## src/rtl/maxpool_window_ctrl.sv

```systemverilog
// Window sequencer for 2x2 stride-2 max pooling over a raster stream of 1-bit pixels.
// Even rows are parked in a one-row line buffer; odd rows pair with it to emit windows.
module maxpool_window_ctrl #(
    parameter  int IMG_W = 24,
    parameter  int IMG_H = 24,
    localparam int CW    = $clog2(IMG_W),
    localparam int RW    = $clog2(IMG_H)
) (
    input  logic          clk,
    input  logic          rst,
    input  logic          clear,
    input  logic          valid_in,
    input  logic          pixel_in,
    output logic          pixel_0,
    output logic          pixel_1,
    output logic          pixel_2,
    output logic          pixel_3,
    output logic          valid_out_buf,
    output logic [CW-1:0] out_col,
    output logic [RW-1:0] out_row,
    output logic          frame_done
);

    typedef enum logic [0:0] {
        FILL = 1'b0,
        POOL = 1'b1
    } state_t;

    state_t           state_r, state_s;
    logic [CW-1:0]    col_r, col_s;
    logic [RW-1:0]    row_r, row_s;
    logic [IMG_W-1:0] line_buf_r, line_buf_s;
    logic             prev_pix_r, prev_pix_s;
    logic             col_wrap_s, row_wrap_s;

    logic             pixel_0_s, pixel_1_s, pixel_2_s, pixel_3_s;
    logic             valid_out_s, frame_done_s;
    logic [CW-1:0]    out_col_s;
    logic [RW-1:0]    out_row_s;

    assign col_wrap_s = (col_r == CW'(IMG_W - 1));
    assign row_wrap_s = (row_r == RW'(IMG_H - 1));

    // Next-state, counter advance and window assembly for the accepted pixel
    always_comb begin
        state_s      = state_r;
        col_s        = col_r;
        row_s        = row_r;
        line_buf_s   = line_buf_r;
        prev_pix_s   = prev_pix_r;
        pixel_0_s    = 1'b0;
        pixel_1_s    = 1'b0;
        pixel_2_s    = 1'b0;
        pixel_3_s    = 1'b0;
        valid_out_s  = 1'b0;
        out_col_s    = {CW{1'b0}};
        out_row_s    = {RW{1'b0}};
        frame_done_s = 1'b0;

        if (clear) begin
            state_s    = FILL;
            col_s      = {CW{1'b0}};
            row_s      = {RW{1'b0}};
            prev_pix_s = 1'b0;
        end else if (valid_in) begin
            case (state_r)
                FILL: begin
                    line_buf_s[col_r] = pixel_in;
                end
                POOL: begin
                    prev_pix_s = pixel_in;
                    if (col_r[0]) begin
                        // Trailing odd column never reaches here with col[0]==1 unpaired
                        pixel_0_s   = line_buf_r[col_r - CW'(1)];
                        pixel_1_s   = line_buf_r[col_r];
                        pixel_2_s   = prev_pix_r;
                        pixel_3_s   = pixel_in;
                        valid_out_s = 1'b1;
                        out_col_s   = col_r >> 1;
                        out_row_s   = row_r >> 1;
                    end else begin
                        valid_out_s = 1'b0;
                    end
                end
                default: begin
                    state_s = FILL;
                end
            endcase

            frame_done_s = col_wrap_s && row_wrap_s;

            if (col_wrap_s) begin
                col_s = {CW{1'b0}};
                if (row_wrap_s) begin
                    row_s = {RW{1'b0}};
                end else begin
                    row_s = row_r + RW'(1);
                end
                // Odd trailing row wraps to row 0, so parity of the new row decides
                if (row_s[0]) begin
                    state_s = POOL;
                end else begin
                    state_s = FILL;
                end
            end else begin
                col_s = col_r + CW'(1);
            end
        end else begin
            state_s = state_r;
        end
    end

    // State, line buffer and registered window outputs
    always_ff @(posedge clk or posedge rst) begin
        if (rst) begin
            state_r       <= FILL;
            col_r         <= {CW{1'b0}};
            row_r         <= {RW{1'b0}};
            line_buf_r    <= {IMG_W{1'b0}};
            prev_pix_r    <= 1'b0;
            pixel_0       <= 1'b0;
            pixel_1       <= 1'b0;
            pixel_2       <= 1'b0;
            pixel_3       <= 1'b0;
            valid_out_buf <= 1'b0;
            out_col       <= {CW{1'b0}};
            out_row       <= {RW{1'b0}};
            frame_done    <= 1'b0;
        end else begin
            state_r       <= state_s;
            col_r         <= col_s;
            row_r         <= row_s;
            line_buf_r    <= line_buf_s;
            prev_pix_r    <= prev_pix_s;
            pixel_0       <= pixel_0_s;
            pixel_1       <= pixel_1_s;
            pixel_2       <= pixel_2_s;
            pixel_3       <= pixel_3_s;
            valid_out_buf <= valid_out_s;
            out_col       <= out_col_s;
            out_row       <= out_row_s;
            frame_done    <= frame_done_s;
        end
    end

endmodule

```

## config.mk

```make
export PLATFORM = sky130hd
export DESIGN_NAME = maxpool_window_ctrl
export DESIGN_NICKNAME = d
export VERILOG_FILES = /design/src/rtl/maxpool_window_ctrl.sv
export SDC_FILE = /design/constraint.sdc
export NUM_CORES = 1
export LEC_CHECK = 0
export CAP_MARGIN = 20
export CORE_UTILIZATION = 42
export CTS_CLUSTER_DIAMETER = 40
export DETAILED_ROUTE_END_ITERATION = 7
export MAX_ROUTING_LAYER = met4
export PLACE_DENSITY = 0.65
export SETUP_SLACK_MARGIN = 0.15
export SKIP_LAST_GASP = 1
export SYNTH_ARGS = -nofsm -noshare
export SYNTH_HDL_FRONTEND = slang
export SYNTH_SLANG_ARGS = --single-unit
```

## constraint.sdc

```tcl
create_clock -name clk -period 3.5 [get_ports clk]
set_input_delay 0.7 -clock clk [delete_from_list [all_inputs] [get_ports clk]]
set_output_delay 0.7 -clock clk [all_outputs]
set_load 0.1 [all_outputs]
```

# Yosys cells after proc, flatten, opt, wreduce, memory -nomap -nowiden
# Index checks and enable logic that the tools add are counted.
[totals]
reg_bits = 52
input_bits = 5
output_inout_bits = 16
elab_cells = 85
[op_classes]
addsub = 3
magnitude_cmp = 3
eq_ne = 2
mux = 54
n_bitwise = 2
reduce_logical = 8
[op_table]
columns = ["operator", "count"]
rows = [
  ["$mux 5", 10],
  ["$mux 1", 32],
  ["$mux 4", 8],
  ["$bwmux 24", 1],
  ["$lt 5x6->1 const B", 2],
  ["$add 5x1->5 const B", 2],
  ["$bmux 1 s5", 2],
  ["$eq 5x5->1 const B", 2],
  ["$reduce_bool 2->1", 3],
  ["$demux 1 s5", 1],
  ["$ge 5x1->1 const B", 1],
  ["$sub 5x1->5 const B", 1],
  ["$reduce_and 2->1", 2],
  ["$reduce_and 3->1", 1],
  ["$logic_and 1x1->1", 2],
  ["$not 1->1", 2],
]

# Longest topological paths before layout
[depth]
ltp_word = 9
ltp_mapped = 9
mapped_depth_nobuf = 7

# Least setup slack after synthesis
# OpenSTA, ideal clock, no wires.
[synth_timing]
path_kind = "register to register"
from = "register col_r[0]"
to = "register pixel_0"
setup_time_ns = 0.119
arrival_ns = 2.228
setup_slack_ns = 1.153
path_stages_with_launch = 10
period_less_slack_ns = 2.347
cell_sequence = "dfrtp_1 buf_2 clkbuf_8 inv_1 ha_1 xor2_2 mux4_1 a22oi_1 a311o_1 o21ai_2"
[synth_between]
elab_chain_len = 7
[synth_rtl]
columns = ["item", "line", "rtl"]
rows = [
  ["start: declaration", "30", "logic [CW-1:0] col_r, col_s;"],
  ["start signal: assignment", "117", "col_r <= {CW{1'b0}};"],
  ["start signal: assignment", "131", "col_r <= col_s;"],
  ["$sub 5x1->5", "74", "pixel_0_s = line_buf_r[col_r - CW'(1)];"],
  ["$bmux 1 s5", "74", ""],
  ["$mux 1 (not written as such)", "74", ""],
  ["$mux 1 (*)", "72", "if (col_r[0]) begin"],
  ["$mux 1 (*)", "66", "case (state_r)"],
  ["$mux 1 (*)", "65", "end else if (valid_in) begin"],
  ["$mux 1 (*)", "60", "if (clear) begin"],
  ["net pixel_0_s", "36", "logic pixel_0_s, pixel_1_s, pixel_2_s, pixel_3_s;"],
  ["end signal: assignment", "135", "pixel_0 <= pixel_0_s;"],
  ["end: declaration", "14", "output logic pixel_0,"],
]
# The timed path passes the listed nets; every way through them passes the cells marked *. The select of a mux whose other input is x is not followed.
# A chain may end at the register's enable or synchronous reset.

# Worst setup path after layout
[layout_timing]
from = "register pixel_3"
to = "output port pixel_3"
[layout_lines]
columns = ["item", "line", "rtl"]
rows = [
  ["start: declaration", "17", "output logic pixel_3,"],
  ["start signal: assignment", "138", "pixel_3 <= pixel_3_s;"],
]
# No word-level cell between the ends.

==> impl_metrics.tcl <==
set metrics [dict create \
    dpl.hpwl_um 3285 \
    yosys_warnings 0 \
    final-seq-area_um2 1226 \
    skew_ns 0.01034 \
    crit_family "buffers and inverters" \
    setup_viol 0 \
    clk_path_buf_depth 2 \
    setup_slack_ns 1.039 \
    syn2layout_area_growth_pct 10.48 \
    vias 1620 \
    critPathLaunchType "flip-flop" \
    antenna_cells 0 \
    async_flop_share 1.000 \
    cts-resized-gates 0 \
    place_inst 298 \
    pre_cts_slack_ns 0.7502 \
    wl_met2_um 2161 \
    yosys-top-cells-area "dfrtp_1 47%, mux2_2 10%, mux4_2 7.0%" \
    worstMarginPinSlew_ns 0.9701 \
    syn_area_um2 2590 \
    slew_viol_final 0 \
    drt-total-wl_um 4804 \
    yosysTopAreaCell "dfrtp_1" \
    drc_errors 0 \
    r2r-start "col_r[1]$_DFFE_PP0N_" \
    final_nets 241 \
    drive_above_1_share 0.2155 \
    drt-met1-wl_um 2409 \
    hold_path_class "reg2reg" \
    worstPathRequired_ns 2.80 \
    root_buffer "clkbuf_8" \
    status "finished clean" \
    fin_area_um2 2861 \
    finalWeightedCongestion 0.8000 \
    slew_headroom 0.3512 \
    ys_ff_latch 49 \
    io_buffers 18 \
    setup_tns_ns 0 \
    path_class "reg2out" \
    dr.pass1.iters 4 \
    cts_buffers 5 \
    rsz0062_at_grt "false" \
    power.density_nw_per_um2 371.8 \
    die_h_um 80.53 \
    antenna_found_initial 0 \
    final_antenna_net_count 0 \
    grt_pass1_wl_um 8121 \
    total_power_mw 1.064 \
    synth.distinct_cells 41 \
    htreeDepth 2 \
    wl_met3_um 174 \
    startpoint "pixel_3$_DFF_PP0_" \
    io_pins 21 \
    grt_max_degree 50 \
    grt_pass1_vias 1535 \
    crit_chain "clkdlybuf4s50_1" \
    critical_path_buf_inv_count 1 \
    cts.clk_slew.worst_paths_ns 0.09 \
    ff2ff_path_depth 7 \
    post-route-util 0.4833 \
    cts_tree "done" \
    path_max_fanout 1 \
    cp_slowest_cell "clkdlybuf4s50_1" \
    yosys.area.top_type_share 0.4734 \
    peakVddDrop_v 0.0001914 \
    report.final.hold_viol_count 0 \
    dieArea_um2 6484 \
    synth-edff-count 0 \
    worstSetupPathDepth 1 \
    dr.first_iter.drc_count 101 \
    placed_area_um2 2758 \
    num_rows 28 \
    slowest_delay_ns 1.13 \
    fin_cells 307 \
    multiInputGateArea_um2 1209 \
    r2r_end "pixel_0$_DFF_PP0_" \
    grt-ovfl-total 0 \
    p_leak_nw 1.280 \
    fmax_ghz 0.4064 \
    regToRegSetupSlack_ns 1.10 \
    clk_latency_ns 0.30 \
    cts_setup_buffers 0 \
    grtUsageTotal 0.1728 \
    whs_ns 0.4903 \
    via_per_inst 5.277 \
    hold_buffers 0 \
    start_util 0.4374 \
    fillers 548 \
    cp.arrival_ns 1.76 \
    clock-sinks 49 \
    die_w_um 80.53 \
    cp-end-kind "output pin" \
    top_layer "met4" \
    synthFlopType "dfrtp_1" \
    syn_avg_cell_area_um2 11.77 \
    crit_end "pixel_3" \
    min_from "prev_pix_r$_DFFE_PP0P_" \
    finalCriticalPeriod_ns 2.461 \
    yosysSeqAreaShare 0.4734 \
    wire_per_inst_um 15.65 \
    core_um2 5921 \
    synthCells 220 \
    maxCapViolations 0 \
    fin_crit_sh 0.7030 \
]
per-layer routing:
| metal | vias to the layer above | track usage |
|---|---|---|
| li1 | 784 | - |
| met1 | 799 | 0.2424 |
| met2 | 32 | 0.2500 |
| met3 | 5 | 0.03977 |
| met4 | 0 | 0.04821 |
| met5 | - | - |
sequential cells by signal, summed over array words and instances, names as in the netlist:
signal,cells
col_r,5
frame_done,1
line_buf_r,24
out_col,4
out_row,4
pixel_0,1
pixel_1,1
pixel_2,1
pixel_3,1
prev_pix_r,1
row_r,5
valid_out_buf,1
cell usage after synthesis (2+ instances only):
library cell and count:
dfrtp_1 49, nand2_1 27, mux2_2 24, nor2_1 14, nand3_1 12, and2_1 10
clkbuf_1 9, mux4_2 8, ha_1 5, inv_1 5, a21oi_1 4, buf_4 4
clkbuf_8 4, mux2i_1 4, xnor2_1 4, a22oi_1 3, nor2b_1 3, buf_2 2
mux4_1 2, nand4_1 2, nand4b_1 2, nor3_1 2, nor3b_1 2, xor2_1 2
kinds of logic after synthesis:
group,share of synthesized area
multiplexers,0.2193
adder cells (fa/ha/maj),0.02415
XOR/XNOR,0.02657
AND/OR/NAND/NOR,0.1614
buffers and inverters,0.06135
AO/OA/AOI/OAI,0.03237
flip-flops,0.4734
other,0.001448
how the worst min path moves through the flow:
| stage | end | depth (start not counted) |
|---|---|---|
| finish | pixel_2$_DFF_PP0_ | 1 |
| global route | pixel_2$_DFF_PP0_ | 1 |
| CTS | pixel_2$_DFF_PP0_ | 1 |
| detailed placement | pixel_2$_DFF_PP0_ | 1 |
| global placement | pixel_2$_DFF_PP0_ | 1 |
| floorplan | pixel_2$_DFF_PP0_ | 1 |
report_power, final:
| part | switching, mW | internal (mW) |
|---|---|---|
| combinational | 0.0748 | 0.0650 |
| sequential | 0.0180 | 0.583 |
| clock | 0.181 | 0.142 |
| total | 0.274 | 0.790 |
cell type report:
class,count,share of cell area
multi-input combinational,147,0.4224
timing repair buffer,23,0.08045
clock buffer,7,0.02667
clock inverter,1,0.002624
tap,75,0.03279
sequential,49,0.4285
inverter,5,0.006559
cells in the final DEF, fill, tap and decap left out, types with 3 or more instances in the layout:
| cell type | netlist | final |
|---|---|---|
| dfrtp_1 | 49 | 49 |
| nand2_1 | 27 | 27 |
| mux2_2 | 24 | 24 |
| clkdlybuf4s50_1 | 0 | 18 |
| nor2_1 | 14 | 14 |
| nand3_1 | 12 | 12 |
| and2_1 | 10 | 10 |
| mux4_2 | 8 | 8 |
| ha_1 | 5 | 5 |
| clkbuf_8 | 4 | 5 |
| inv_1 | 5 | 4 |
| xnor2_1 | 4 | 4 |
| a21oi_1 | 4 | 4 |
| mux2i_1 | 4 | 4 |
| buf_4 | 4 | 4 |
| nor2b_1 | 3 | 3 |
| a22oi_1 | 3 | 3 |
Note: power is estimated with default switching activity, not from simulation.
